===== src/rtl/seq_divider64_pkg.sv =====
// seq_divider64_pkg: shared state encoding and sizing helpers for the sequential divider
package seq_divider64_pkg;
    typedef enum logic [1:0] {
        IDLE = 2'd0,
        RUN  = 2'd1,
        DONE = 2'd2
    } div_state_e;
    localparam int DIV_WIDTH_DEFAULT = 64;
    localparam int DIV_CNT_W_DEFAULT = $clog2(DIV_WIDTH_DEFAULT);
    function automatic int cnt_width(input int width);
        return $clog2(width);
    endfunction
endpackage


===== src/rtl/seq_divider64_if.sv =====
// seq_divider64_if: start/done handshake with operand and result buses of the divider
interface seq_divider64_if
    import seq_divider64_pkg::*;
#(
    parameter int WIDTH = DIV_WIDTH_DEFAULT
);
    logic             start;
    logic [WIDTH-1:0] dividend;
    logic [WIDTH-1:0] divisor;
    logic             busy;
    logic             done;
    logic [WIDTH-1:0] quotient;
    logic [WIDTH-1:0] remainder;
    logic             div_by_zero;
    modport master (
        output start, dividend, divisor,
        input  busy, done, quotient, remainder, div_by_zero
    );
    modport slave (
        input  start, dividend, divisor,
        output busy, done, quotient, remainder, div_by_zero
    );
endinterface


===== src/rtl/seq_divider64_trial_sub.sv =====
// trial_sub: (WIDTH+1)-bit minus zero-extended WIDTH-bit subtract, rippled through 4-bit slices
module trial_sub
    import seq_divider64_pkg::*;
#(
    parameter int WIDTH = DIV_WIDTH_DEFAULT
) (
    input  logic [WIDTH:0]   i_a,
    input  logic [WIDTH-1:0] i_b,
    output logic [WIDTH-1:0] o_diff,
    output logic             o_borrow
);
    localparam int NS = WIDTH / 4;
    logic       w_bw;
    logic [4:0] w_s;
    always_comb begin
        w_bw   = 1'b0;
        w_s    = '0;
        o_diff = '0;
        for (int s = 0; s < NS; s++) begin
            w_s               = {1'b0, i_a[4*s +: 4]} - {1'b0, i_b[4*s +: 4]} - {4'd0, w_bw};
            o_diff[4*s +: 4]  = w_s[3:0];
            w_bw              = w_s[4];
        end
        // top bit of the difference; the subtrahend's top bit is zero
        o_borrow = i_a[WIDTH] ^ w_bw;
    end
endmodule


===== src/rtl/seq_divider64.sv =====
// seq_divider64: unsigned restoring divider producing one quotient bit per clock
module seq_divider64
    import seq_divider64_pkg::*;
#(
    parameter int WIDTH = DIV_WIDTH_DEFAULT
) (
    input logic            clk,
    input logic            rst,
    seq_divider64_if.slave bus
);
    localparam int            CW   = cnt_width(WIDTH);
    localparam logic [CW-1:0] LAST = CW'(WIDTH - 1);

    div_state_e       r_state, w_next;
    logic [WIDTH-1:0] r_r, r_q, r_div, r_quot, r_rem;
    logic [WIDTH-1:0] w_diff, w_r_next, w_q_next;
    logic [WIDTH:0]   w_t;
    logic [CW-1:0]    r_cnt;
    logic             r_dbz, w_borrow, w_accept, w_zero, w_busy, w_done;

    assign w_accept = bus.start && (r_state == IDLE || r_state == DONE);
    assign w_zero   = bus.divisor == '0;
    assign w_t      = {r_r, r_q[WIDTH-1]};

    trial_sub #(.WIDTH(WIDTH)) u_sub (
        .i_a      (w_t),
        .i_b      (r_div),
        .o_diff   (w_diff),
        .o_borrow (w_borrow)
    );

    // restore on borrow, otherwise keep the difference and shift in a 1
    assign w_r_next = w_borrow ? w_t[WIDTH-1:0] : w_diff;
    assign w_q_next = {r_q[WIDTH-2:0], ~w_borrow};

    always_ff @(posedge clk) begin
        if (rst) r_state <= IDLE;
        else     r_state <= w_next;
    end

    always_comb begin
        w_next = IDLE;
        if (r_state == RUN) w_next = (r_cnt == LAST) ? DONE : RUN;
        else                w_next = w_accept ? (w_zero ? DONE : RUN) : IDLE;
    end

    always_comb begin
        w_busy = r_state == RUN;
        w_done = r_state == DONE;
    end

    always_ff @(posedge clk) begin
        if (rst) begin
            r_r    <= '0;
            r_q    <= '0;
            r_div  <= '0;
            r_cnt  <= '0;
            r_quot <= '0;
            r_rem  <= '0;
            r_dbz  <= 1'b0;
        end else if (w_accept) begin
            r_r   <= '0;
            r_q   <= bus.dividend;
            r_div <= bus.divisor;
            r_cnt <= '0;
            if (w_zero) begin
                r_quot <= '1;
                r_rem  <= bus.dividend;
                r_dbz  <= 1'b1;
            end
        end else if (r_state == RUN) begin
            r_r   <= w_r_next;
            r_q   <= w_q_next;
            r_cnt <= r_cnt + 1'b1;
            if (r_cnt == LAST) begin
                r_quot <= w_q_next;
                r_rem  <= w_r_next;
                r_dbz  <= 1'b0;
            end
        end
    end

    assign bus.busy        = w_busy;
    assign bus.done        = w_done;
    assign bus.quotient    = r_quot;
    assign bus.remainder   = r_rem;
    assign bus.div_by_zero = r_dbz;
endmodule


===== src/flat_wrapper.sv =====
// flat-port wrapper written by rule: the top's interface ports become plain ports
module seq_divider64_flat import seq_divider64_pkg::*;
#(
    parameter int WIDTH = DIV_WIDTH_DEFAULT
)
  (clk, rst, bus_start, bus_dividend, bus_divisor, bus_busy, bus_done, bus_quotient, bus_remainder, bus_div_by_zero);
  seq_divider64_if #(.WIDTH(WIDTH)) bus_i ();
  input logic clk;
  input logic rst;
  input wire logic [$bits(bus_i.start)-1:0] bus_start;
  input wire logic [$bits(bus_i.dividend)-1:0] bus_dividend;
  input wire logic [$bits(bus_i.divisor)-1:0] bus_divisor;
  output wire logic [$bits(bus_i.busy)-1:0] bus_busy;
  output wire logic [$bits(bus_i.done)-1:0] bus_done;
  output wire logic [$bits(bus_i.quotient)-1:0] bus_quotient;
  output wire logic [$bits(bus_i.remainder)-1:0] bus_remainder;
  output wire logic [$bits(bus_i.div_by_zero)-1:0] bus_div_by_zero;
  assign bus_i.start = bus_start;
  assign bus_i.dividend = bus_dividend;
  assign bus_i.divisor = bus_divisor;
  assign bus_busy = bus_i.busy;
  assign bus_done = bus_i.done;
  assign bus_quotient = bus_i.quotient;
  assign bus_remainder = bus_i.remainder;
  assign bus_div_by_zero = bus_i.div_by_zero;
  seq_divider64 #(.WIDTH(WIDTH)) u_core (.clk(clk), .rst(rst), .bus(bus_i));
endmodule

===== config.mk =====
export PLATFORM = sky130hd
export DESIGN_NAME = seq_divider64_flat
export DESIGN_NICKNAME = d
export VERILOG_FILES = /design/src/rtl/seq_divider64_pkg.sv /design/src/rtl/seq_divider64_if.sv /design/src/rtl/seq_divider64_trial_sub.sv /design/src/rtl/seq_divider64.sv /design/src/flat_wrapper.sv
export SDC_FILE = /design/constraint.sdc
export NUM_CORES = 1
export LEC_CHECK = 0
export ABC_AREA = 1
export ABC_CLOCK_PERIOD_IN_PS = 32700
export CAP_MARGIN = 30
export CELL_PAD_IN_SITES_DETAIL_PLACEMENT = 0
export CELL_PAD_IN_SITES_GLOBAL_PLACEMENT = 1
export CORE_MARGIN = 2
export CORE_UTILIZATION = 30
export CTS_CLUSTER_SIZE = 20
export DETAILED_ROUTE_END_ITERATION = 8
export PLACE_DENSITY = 0.62
export SYNTH_ARGS = -nofsm -noshare
export SYNTH_HDL_FRONTEND = slang
export SYNTH_SLANG_ARGS = --single-unit

===== constraint.sdc =====
create_clock -name clk -period 32.7 [get_ports clk]
set_clock_uncertainty 0.1 [all_clocks]
set_input_delay 4.905 -clock clk [delete_from_list [all_inputs] [get_ports clk]]
set_output_delay 4.905 -clock clk [all_outputs]
set_load 0.02 [all_outputs]

==> run metrics <==
result of the run=finished clean; non-filler cells, final=3537; gp weighted congestion=0.818; clock tree from TritonCTS=done; number of top-level design ports=262; total cell area at the placement stage=0.0207 mm²; type of element capturing the critical path=flip-flop; via count of the first global-routing pass=15300; required time at the endpoint of the critical path=33070 ps; Core Area=0.0587 mm²; post-placement worst setup slack=12730 ps; cell type with the largest total area after synthesis=sky130_fd_sc_hd__dfxtp_1; count of final setup violators=0; Avg WL per Cell=16.9 µm; I/O Buffers=261; Detailed Place HPWL=42000 µm; yosys synthesis warning count=0; area share of the largest cell type after synthesis=37.2%; dominant register cell in the synthesized netlist=sky130_fd_sc_hd__dfxtp_1; worst slew margin relative to its limit=34.3%; count of flip-flops with a built-in enable after synthesis=0; VDD IR-drop max=0.0000300 V; overflow left after global routing=0; # nets final=2989; total of fill cells in the finished design=6225; count of placed standard cells including taps=3462; total standard cell area after synthesis=0.0177 mm²; TNS Setup=0 ps; synthesis-to-finish area growth=24.9%; number of design rule violations left after detail routing=0; pin slew with the least headroom to its limit=985 ps; number of antenna violations at the first check in global routing=1; Design Area, Final=0.0221 mm²; final period demand of the worst path=19900 ps; P per Cell Area=58.1 mW/mm²; die outline height=247 µm; instance count of the mapped netlist=2556; wire length of the first global-routing pass=92000 µm; RSZ-0062 raised after global routing=no; cell row count=89; Detailed Route Iter0 Violations=923; Area contributors post-synth=sky130_fd_sc_hd__dfxtp_1 (37%), sky130_fd_sc_hd__nand2_1 (16%), sky130_fd_sc_hd__inv_1 (7.9%), sky130_fd_sc_hd__ha_1 (6.7%), sky130_fd_sc_hd__nor2_1 (6.1%); Slew Viols, Final=0; Unique masters post-synth=30; sinks on the clock net=329; Seq cells post-synth=329; most frequently used cell type in the post-synthesis netlist=sky130_fd_sc_hd__nand2_1; critical-path cell with the highest stage delay=sky130_fd_sc_hd__buf_4; most used cell, CP=sky130_fd_sc_hd__fa_1; mean instance size in the synthesized netlist=6.92 µm²; clock latency at the later pin of the worst-skew pair=570 ps; maximum number of pins on one net before global-route repair=88; Detailed Route WL=59600 µm; starting utilization of the core area=30.1%; fraction of final layout cells with drive strength greater than 1=3.62%; post-synthesis async set-or-reset flop share=0%; kind of launch point of the worst setup path=flip-flop; largest driver fanout on the critical path=39; arrival time of the worst setup path=20270 ps; clk root buf=sky130_fd_sc_hd__clkbuf_16; fin worst setup slack=12800 ps; worst hold-check slack=368 ps; die width=247 µm; nets in the synthesized netlist=2813; register clock-pin slew on the reported worst setup and hold paths=60 ps; Post-CTS Hold Fix Bufs=0; Hold Fails Final Rpt=0; maximum level of the CTS H-tree=2; via-per-instance ratio=4.62; buffer depth of the longest clock path=3; category of the critical setup timing path=flip-flop to flip-flop; remaining antenna violation count after routing=0; crit share post-route=60.9%; list of most frequent post-synthesis cells=sky130_fd_sc_hd__nand2_1 (742), sky130_fd_sc_hd__inv_1 (374), sky130_fd_sc_hd__dfxtp_1 (329); first-pass iteration count of the detailed router=4; number of gates given a new drive strength after cts=0; clock buffers created by TritonCTS=40; buffer count from post-CTS setup fixing=0; full die area=0.0609 mm²; fraction of the yosys area taken by sequential cells=37.2%; Leak Pwr=10.5 nW; Total Routing Usage GR=19.4%; vias after detailed routing=16300; Max Freq=50.2 MHz; hold crit path type=flip-flop to flip-flop; maximum capacitance violations=0; Crit path largest cell delay=520 ps
[flip-flops by register name, indices dropped and copies added, names as in the netlist]
name	flops
u_core.r_q	64
u_core.bus.div_by_zero	1
u_core.bus.remainder	64
u_core.r_state	2
u_core.r_r	64
u_core.r_cnt	6
u_core.r_div	64
u_core.bus.quotient	64
[per-layer routing]
| layer | track usage (%) | wire [µm] |
|---|---|---|
| met1 | 29.3 | 31000 |
| met2 | 29.0 | 24900 |
| met3 | 3.00 | 2800 |
| met4 | 3.77 | 894 |
| met5 | 0 | 0 |
[kinds of logic (layout without fill, tap and decap cells)]
logic type	after synthesis	count (layout)	synth area share [%]
buffers and inverters	525	732	12.3
flip-flops	329	329	37.2
AO/OA/AOI/OAI	359	359	12.0
other	0	1	0
AND/OR/NAND/NOR	1171	1171	26.0
XOR/XNOR	46	46	2.28
adder cells (fa/ha/maj)	126	126	10.2
[cells in the final DEF, fill, tap and decap left out, types with 2 or more instances in the layout]
| cell | netlist | layout |
|---|---|---|
| sky130_fd_sc_hd__nand2_1 | 742 | 741 |
| sky130_fd_sc_hd__inv_1 | 374 | 371 |
| sky130_fd_sc_hd__dfxtp_1 | 329 | 329 |
| sky130_fd_sc_hd__nor2_1 | 287 | 285 |
| sky130_fd_sc_hd__clkdlybuf4s50_1 | 0 | 260 |
| sky130_fd_sc_hd__nand3_1 | 130 | 130 |
| sky130_fd_sc_hd__o21ai_0 | 108 | 108 |
| sky130_fd_sc_hd__a31oi_1 | 98 | 98 |
| sky130_fd_sc_hd__ha_1 | 95 | 95 |
| sky130_fd_sc_hd__a21oi_1 | 57 | 57 |
| sky130_fd_sc_hd__o211ai_1 | 49 | 49 |
| sky130_fd_sc_hd__clkbuf_16 | 0 | 41 |
| sky130_fd_sc_hd__xor2_1 | 31 | 31 |
| sky130_fd_sc_hd__fa_1 | 31 | 31 |
| sky130_fd_sc_hd__o31ai_1 | 27 | 27 |
| sky130_fd_sc_hd__buf_4 | 5 | 19 |
| sky130_fd_sc_hd__o21ai_1 | 18 | 18 |
| sky130_fd_sc_hd__xnor2_1 | 15 | 15 |
| sky130_fd_sc_hd__clkbuf_8 | 0 | 11 |
| sky130_fd_sc_hd__clkinv_2 | 0 | 9 |
| sky130_fd_sc_hd__clkbuf_1 | 70 | 8 |
| sky130_fd_sc_hd__inv_4 | 0 | 3 |
| sky130_fd_sc_hd__nor2_4 | 0 | 3 |
| sky130_fd_sc_hd__inv_2 | 3 | 3 |
| sky130_fd_sc_hd__buf_16 | 0 | 3 |
| sky130_fd_sc_hd__nand4_1 | 2 | 2 |
| sky130_fd_sc_hd__nand2_2 | 1 | 2 |
| sky130_fd_sc_hd__nand3b_1 | 2 | 2 |
| sky130_fd_sc_hd__nor3_1 | 2 | 2 |
| sky130_fd_sc_hd__nor3b_1 | 2 | 2 |
| sky130_fd_sc_hd__inv_6 | 0 | 2 |
| sky130_fd_sc_hd__bufinv_16 | 0 | 2 |
[through the flow]
step | power, mW | utilization, %
after floorplan | 0.724 | -
after global placement | 0.831 | 35.2
after detailed placement | 0.832 | 35.3
after CTS | 1.30 | 37.6
after global routing | 1.37 | 37.6
final | 1.28 | 37.6
[worst max-delay path: cells and delay by family (launching register included)]
| family | cells | cell delay (ps) |
|---|---|---|
| AOI/OAI and AO/OA | 15 | 1200 |
| xor gates and xnor gates | 14 | 2160 |
| adders and majority gates | 32 | 12760 |
| buffers and inverters | 3 | 640 |
| DFF | 1 | 330 |
| and+or+nand+nor | 24 | 2590 |
[layout make-up]
class                           count  area, µm²  area share [%]
Inverter                          377       1420            6.44
Clock buffer                       60       1210            5.47
Antenna cell                        1       2.50          0.0113
Tap cell                          773        967            4.38
Clock inverter                     13        123           0.555
Timing Repair Buffer              282       2830            12.8
Multi-Input combinational cell   1702       8950            40.5
Sequential cell                   329       6590            29.8
[path summary, 6_finish.rpt]
| check | start | to | slack (ps) | cells after the start |
|---|---|---|---|---|
| hold reg to reg | u_core.bus.quotient[53] | u_core.bus.quotient[53] | 370 | 2 |
| setup / recovery | u_core.r_q[63] | u_core.bus.remainder[34] | 12800 | 88 |
| setup reg to reg | u_core.r_q[63] | u_core.bus.remainder[34] | 12800 | 88 |
| hold / removal | u_core.bus.quotient[53] | u_core.bus.quotient[53] | 370 | 2 |
[power breakdown]
part	leakage (nW)	switching (mW)	internal, mW
combinational	7.11	0.247	0.142
clock	0.666	0.187	0.271
sequential	2.68	0.0150	0.420
total	10.5	0.449	0.833
Power figures use the tool's default switching activity.
